==> src/rtl/mips_control_sequencer.sv <==
// -----------------------------------------------------------------------------
// mips_control_sequencer
//
// Multi-cycle control unit for a simple MIPS datapath. After CURST it holds
// the datapath resets (DMRST/RFRST/PCRRST) for RST_CYCLES further edges, then
// runs FETCH -> DECODE -> EXEC -> MEM -> WB per instruction, skipping the
// states an instruction does not need.
//
// Ports
//   CLK       in   system clock, rising edge
//   CURST     in   asynchronous active-high reset of the sequencer
//   OPCODE    in   instr[31:26] from the instruction register
//   FUNCT     in   instr[5:0]
//   ZERO      in   ALU zero flag (used by beq in EXEC)
//   DMRST     out  data memory reset
//   RFRST     out  register file reset
//   PCRRST    out  PC register reset
//   IRWE      out  instruction register write enable
//   PCWE      out  PC write enable
//   PCSRC     out  00 PC+4, 01 branch target, 10 jump target
//   RFWE      out  register file write enable
//   REGDST    out  1 = rd, 0 = rt
//   ALUSRC    out  1 = sign-extended immediate, 0 = rt
//   MEMTOREG  out  1 = memory data, 0 = ALU result
//   DMWE      out  data memory write enable
//   ALUsel    out  0000 AND, 0001 OR, 0010 ADD, 0110 SUB, 0111 SLT
//   ILLEGAL   out  one-cycle pulse in DECODE for an unsupported opcode/funct
// -----------------------------------------------------------------------------
module mips_control_sequencer #(
    parameter int unsigned RST_CYCLES = 2
) (
    input  logic       CLK,
    input  logic       CURST,
    input  logic [5:0] OPCODE,
    input  logic [5:0] FUNCT,
    input  logic       ZERO,
    output logic       DMRST,
    output logic       RFRST,
    output logic       PCRRST,
    output logic       IRWE,
    output logic       PCWE,
    output logic [1:0] PCSRC,
    output logic       RFWE,
    output logic       REGDST,
    output logic       ALUSRC,
    output logic       MEMTOREG,
    output logic       DMWE,
    output logic [3:0] ALUsel,
    output logic       ILLEGAL
);

    localparam logic [5:0] OP_RTYPE = 6'b000000;
    localparam logic [5:0] OP_LW    = 6'b100011;
    localparam logic [5:0] OP_SW    = 6'b101011;
    localparam logic [5:0] OP_ADDI  = 6'b001000;
    localparam logic [5:0] OP_BEQ   = 6'b000100;
    localparam logic [5:0] OP_J     = 6'b000010;

    localparam logic [3:0] ALU_AND = 4'b0000;
    localparam logic [3:0] ALU_OR  = 4'b0001;
    localparam logic [3:0] ALU_ADD = 4'b0010;
    localparam logic [3:0] ALU_SUB = 4'b0110;
    localparam logic [3:0] ALU_SLT = 4'b0111;

    localparam logic [1:0] PC_SEQ    = 2'b00;
    localparam logic [1:0] PC_BRANCH = 2'b01;
    localparam logic [1:0] PC_JUMP   = 2'b10;

    typedef enum logic [2:0] {
        S_RSTSEQ,
        S_FETCH,
        S_DECODE,
        S_EXEC,
        S_MEM,
        S_WB
    } state_t;

    state_t     r_state;
    logic [3:0] r_cnt;
    logic [5:0] r_op;

    logic       r_dmrst, r_rfrst, r_pcrrst;
    logic       r_irwe, r_pcwe, r_rfwe, r_dmwe;
    logic [1:0] r_pcsrc;
    logic       r_regdst, r_alusrc, r_memtoreg;
    logic [3:0] r_alusel;

    // ------------------------------------------------------------------
    // Instruction decode of the live IR fields. Only consumed in DECODE.
    // ------------------------------------------------------------------
    logic       w_funct_ok;
    logic [3:0] w_rfn_alu;
    logic       w_is_exec;
    logic       w_is_j;

    always_comb begin
        w_funct_ok = 1'b1;
        w_rfn_alu  = ALU_ADD;
        case (FUNCT)
            6'b100000: w_rfn_alu = ALU_ADD;
            6'b100010: w_rfn_alu = ALU_SUB;
            6'b100100: w_rfn_alu = ALU_AND;
            6'b100101: w_rfn_alu = ALU_OR;
            6'b101010: w_rfn_alu = ALU_SLT;
            default:   w_funct_ok = 1'b0;
        endcase
    end

    assign w_is_exec = ((OPCODE == OP_RTYPE) && w_funct_ok) ||
                       (OPCODE == OP_LW)   || (OPCODE == OP_SW) ||
                       (OPCODE == OP_ADDI) || (OPCODE == OP_BEQ);
    assign w_is_j    = (OPCODE == OP_J);

    // ------------------------------------------------------------------
    // State machine. Each branch assigns the outputs belonging to the
    // state being entered, so they are valid for that whole cycle.
    // ------------------------------------------------------------------
    always_ff @(posedge CLK or posedge CURST) begin
        if (CURST) begin
            r_state    <= S_RSTSEQ;
            r_cnt      <= 4'd0;
            r_op       <= 6'd0;
            r_dmrst    <= 1'b1;
            r_rfrst    <= 1'b1;
            r_pcrrst   <= 1'b1;
            r_irwe     <= 1'b0;
            r_pcwe     <= 1'b0;
            r_rfwe     <= 1'b0;
            r_dmwe     <= 1'b0;
            r_pcsrc    <= PC_SEQ;
            r_regdst   <= 1'b0;
            r_alusrc   <= 1'b0;
            r_memtoreg <= 1'b0;
            r_alusel   <= ALU_ADD;
        end else begin
            // Defaults: quiet cycle; branches below override what they need.
            r_dmrst    <= 1'b0;
            r_rfrst    <= 1'b0;
            r_pcrrst   <= 1'b0;
            r_irwe     <= 1'b0;
            r_pcwe     <= 1'b0;
            r_rfwe     <= 1'b0;
            r_dmwe     <= 1'b0;
            r_pcsrc    <= PC_SEQ;
            r_regdst   <= 1'b0;
            r_alusrc   <= 1'b0;
            r_memtoreg <= 1'b0;
            r_alusel   <= ALU_ADD;

            case (r_state)
                S_RSTSEQ: begin
                    if (r_cnt == 4'(RST_CYCLES)) begin
                        r_state <= S_FETCH;
                        r_irwe  <= 1'b1;
                        r_pcwe  <= 1'b1;
                    end else begin
                        r_cnt    <= r_cnt + 4'd1;
                        r_dmrst  <= 1'b1;
                        r_rfrst  <= 1'b1;
                        r_pcrrst <= 1'b1;
                    end
                end

                S_FETCH: begin
                    r_state <= S_DECODE;
                end

                S_DECODE: begin
                    r_op <= OPCODE;
                    if (w_is_exec) begin
                        r_state <= S_EXEC;
                        case (OPCODE)
                            OP_RTYPE: begin
                                r_regdst <= 1'b1;
                                r_alusel <= w_rfn_alu;
                            end
                            OP_BEQ: begin
                                r_alusel <= ALU_SUB;
                                r_pcsrc  <= PC_BRANCH;
                            end
                            default: r_alusrc <= 1'b1;   // lw / sw / addi
                        endcase
                    end else begin
                        // j and illegal both return straight to FETCH.
                        r_state <= S_FETCH;
                        r_irwe  <= 1'b1;
                        r_pcwe  <= 1'b1;
                    end
                end

                S_EXEC: begin
                    case (r_op)
                        OP_RTYPE: begin
                            r_state  <= S_WB;
                            r_rfwe   <= 1'b1;
                            r_regdst <= 1'b1;
                            r_alusel <= r_alusel;
                        end
                        OP_ADDI: begin
                            r_state  <= S_WB;
                            r_rfwe   <= 1'b1;
                            r_alusrc <= 1'b1;
                        end
                        OP_LW: begin
                            r_state  <= S_MEM;
                            r_alusrc <= 1'b1;
                        end
                        OP_SW: begin
                            r_state  <= S_MEM;
                            r_alusrc <= 1'b1;
                            r_dmwe   <= 1'b1;
                        end
                        default: begin           // beq
                            r_state <= S_FETCH;
                            r_irwe  <= 1'b1;
                            r_pcwe  <= 1'b1;
                        end
                    endcase
                end

                S_MEM: begin
                    if (r_op == OP_LW) begin
                        r_state    <= S_WB;
                        r_rfwe     <= 1'b1;
                        r_memtoreg <= 1'b1;
                        r_alusrc   <= 1'b1;
                    end else begin
                        r_state <= S_FETCH;
                        r_irwe  <= 1'b1;
                        r_pcwe  <= 1'b1;
                    end
                end

                default: begin                   // S_WB and unused codes
                    r_state <= S_FETCH;
                    r_irwe  <= 1'b1;
                    r_pcwe  <= 1'b1;
                end
            endcase
        end
    end

    // ------------------------------------------------------------------
    // The IR is loaded on the edge that enters DECODE and ZERO only exists
    // during EXEC, so the jump/illegal strobes and the beq PC write are
    // qualified by the registered state and the live inputs of that cycle.
    // ------------------------------------------------------------------
    logic w_dec_j;
    logic w_beq_take;

    assign w_dec_j    = (r_state == S_DECODE) && w_is_j;
    assign w_beq_take = (r_state == S_EXEC) && (r_op == OP_BEQ) && ZERO;

    assign DMRST    = r_dmrst;
    assign RFRST    = r_rfrst;
    assign PCRRST   = r_pcrrst;
    assign IRWE     = r_irwe;
    assign PCWE     = r_pcwe | w_dec_j | w_beq_take;
    assign PCSRC    = w_dec_j ? PC_JUMP : r_pcsrc;
    assign RFWE     = r_rfwe;
    assign REGDST   = r_regdst;
    assign ALUSRC   = r_alusrc;
    assign MEMTOREG = r_memtoreg;
    assign DMWE     = r_dmwe;
    assign ALUsel   = r_alusel;
    assign ILLEGAL  = (r_state == S_DECODE) && !w_is_exec && !w_is_j;

endmodule

==> config.mk <==
export PLATFORM = sky130hd
export DESIGN_NAME = mips_control_sequencer
export DESIGN_NICKNAME = d
export VERILOG_FILES = /design/src/rtl/mips_control_sequencer.sv
export SDC_FILE = /design/constraint.sdc
export NUM_CORES = 1
export LEC_CHECK = 0
export ABC_AREA = 1
export ABC_CLOCK_PERIOD_IN_PS = 1200
export CAP_MARGIN = 20
export CORE_ASPECT_RATIO = 1.25
export CORE_MARGIN = 2
export CORE_UTILIZATION = 30
export DETAILED_ROUTE_END_ITERATION = 7
export DONT_BUFFER_PORTS = 1
export PLACE_DENSITY_LB_ADDON = 0.3
export SETUP_SLACK_MARGIN = 0.1
export SYNTH_ARGS = -nofsm -noshare
export SYNTH_HDL_FRONTEND = slang
export SYNTH_SLANG_ARGS = --single-unit
export TNS_END_PERCENT = 30
==> constraint.sdc <==
create_clock -name CLK -period 1.2 [get_ports CLK]
set_input_delay 0.12 -clock CLK [delete_from_list [all_inputs] [get_ports CLK]]
set_output_delay 0.12 -clock CLK [all_outputs]
set_load 0.01 [all_outputs]
==> results.cfg <==
[timing]
setup_tns_ps = -2040
fin_ws_ps = -236
setup_viol_count_final = 15
clock_skew_ps = 2.34
fin_hold_ws_ps = -7.31
rsz0062_at_grt = yes
slew_viol_final = 0
hold_violations = 1
finalCritPeriodShare = 1.20
finalCriticalPeriod_ps = 1440
fmax_mhz = 696

[clocking]
cts_buffers = 3
cts_tree = yes
cts_sinks = 24
root_buffer = clkbuf_8
htreeDepth = 1
clk_latency_ps = 270
cts.clk_slew.worst_paths_ps = 80
cts_max_path_buffers = 2

[worst_hold_path]
hold_depth = 2
hold_class = input port to flip-flop

[global_routing]
antenna_found_initial = 0
grt_max_degree = 25
grt_pass1_wl_um = 5090
grt.total_usage = 0.133
grt_overflow = 0
grt_pass1_vias = 1095

[cells_and_area]
final-seq-area_um2 = 603
n_antenna_cell = 0
drive_above_1_share = 0.359
multi_input_area_um2 = 656
final_cell_mix = 26 x nand2_1, 24 x buf_4, 23 x inv_1
nNetsFinal = 213
mostFrequentLayoutCell = nand2_1
post-route-util = 0.404
final.fill_count = 436
synthToLayoutAreaGrowth_pct = 30.7

[logic_synthesis]
netlist-cell-type-count = 30
syn-num-nets = 181
yosysWarnings = 0
synth_area_um2 = 1350
yosys_register_bits = 24
synth_xor_area_frac = 0.0195
synth.mux.area_fraction = 0.00743
avgSynthCellArea_um2 = 8.21
synthAdderAreaFrac = 0.0186
synth_compound_area_frac = 0.0855
ys_seq_area_frac = 0.448
synth_top_family_by_area = simple AND/OR/NAND/NOR gates
synth_cells = 164
synth-simple-area-share = 0.311

[floorplan]
die_y_um = 78.9
die_area_um2 = 5040
initial_core_util = 0.309
placementRows = 27
ios = 32
dieWidth_um = 63.9
core_um2 = 4360

[detailed_routing]
drc = 0
wirelength_um = 2900
drtPass1Iterations = 4
wl_per_cell_um = 11.5
viasPerCell = 4.40
via_count = 1112
drt_iter0_drc = 37
ant_nets = 0

[placed_design]
hpwl_um = 2260
pre_cts_slack_ps = -43.1
gp_congestion = 0.769
io_buffers = 0

[worst_setup_path]
cp_max_fo = 6
required_ps = 1080
crit_type = flip-flop to primary output
r2r_cells = 7
cp_data_arrival_time_ps = 1320
cp-end-kind = primary output
critPathLaunchType = flip-flop

[power]
cellPowerDensity_nw_per_um2 = 2090
p_total_w = 0.00367
leakage_nw = 0.872
ir_worst_vdd_mv = 0.495

[run_status]
violations = negative hold slack, negative setup slack
status = complete, but fails checks

[flow_run]
cap_viol_max_count = 0
[worst paths after layout]
| check | from | end | slack (ps) |
|---|---|---|---|
| max in group asynchronous | CURST | ALUsel[1] | 580 |
| max reg2reg | r_state[1] | r_pcwe | -190 |
| min | OPCODE[4] | r_op[4] | -7 |
| min in group asynchronous | CURST | r_op[4] | 340 |
| max | r_op[0] | PCWE | -240 |
| min reg2reg | r_cnt[3] | r_cnt[3] | 470 |
[critical path, cell delays in order (launching register included)]
cell,delay (ps)
dfrtp_1,400
or2_4,260
nor2_8,150
nand4_1,130
nand2_2,110
[flip-flops by register name, indices dropped and copies added (netlist names)]
name      cells
r_cnt         4
DMWE          1
ALUSRC        1
MEMTOREG      1
REGDST        1
r_pcsrc       1
RFWE          1
ALUsel        3
PCRRST        1
r_op          6
r_state       3
r_pcwe        1
[timing repair]
item / in CTS / in global routing
buffers inserted: 5 / 2
pin swaps: 11 / 9
gates resized for setup: 11 / 8
hold endpoints to repair: 27 / 0
setup endpoints to repair: 21 / 28
hold buffers: 5 / 0
[routing by layer]
layer | up-vias | global-route usage | routed length, um
li1 | 579 | - | -
met1 | 502 | 0.158 | 1230
met2 | 27 | 0.220 | 1450
met3 | 4 | 0.0241 | 136
met4 | 0 | 0.0826 | 80
met5 | - | 0 | 0
[cell families after synthesis]
group	count (synthesis)
AOI/OAI and AO/OA	18
xor gates and xnor gates	3
other	1
buffers and inverters	34
muxes	1
and+or+nand+nor	81
adders and majority gates	2
DFF	24
[metrics by stage]
step                      cell area [um^2]  instances
final                                 1760        253
after global routing                  1760        253
after CTS                             1720        251
after detailed placement              1540        237
after global placement                1540        237
after floorplan                       1360        164
[power breakdown]
part           total (W)  internal (W)  switching [W]  leakage [nW]
Clock           0.000544      0.000293       0.000251        0.0288
Combinational    0.00184      0.000876       0.000962         0.540
Sequential       0.00129       0.00108       0.000209         0.303
[area by class of cell]
type / instances / area share
repair buffers: 32 / 0.150
clock buffers: 4 / 0.0313
multi-input cells: 106 / 0.373
inverters: 29 / 0.0619
well taps: 58 / 0.0413
flip-flops and latches: 24 / 0.343
[synth_stat cells]
master    n  area, um^2
a31o_2    1        8.76
buf_4     4        30.0
a21oi_2   1        8.76
nand2_1  30         113
a31oi_4   1        21.3
nand3_1  10        50.1
buf_2     1        5.00
nor2_2    7        43.8
inv_1    23        86.3
o21ai_0   8        40.0
nor2_8    1        20.0
dfstp_2   2        52.6
nand4_4   1        21.3
xor2_1    3        26.3
nor3_2    1        10.0
inv_2     6        22.5
mux2i_1   1        10.0
nand2_2   1        6.26
nor2_1   17        63.8
conb_1    1        3.75
nand4_1   9        56.3
a21oi_1   4        20.0
o22ai_1   1        6.26
o21ai_1   2        10.0
ha_1      2        25.0
nand3_2   1        10.0
dfrtp_1  22         551
or2_4     1        8.76
nor2_4    1        11.3
nor3_1    1        5.00
Note: power is estimated with default switching activity, not from simulation.
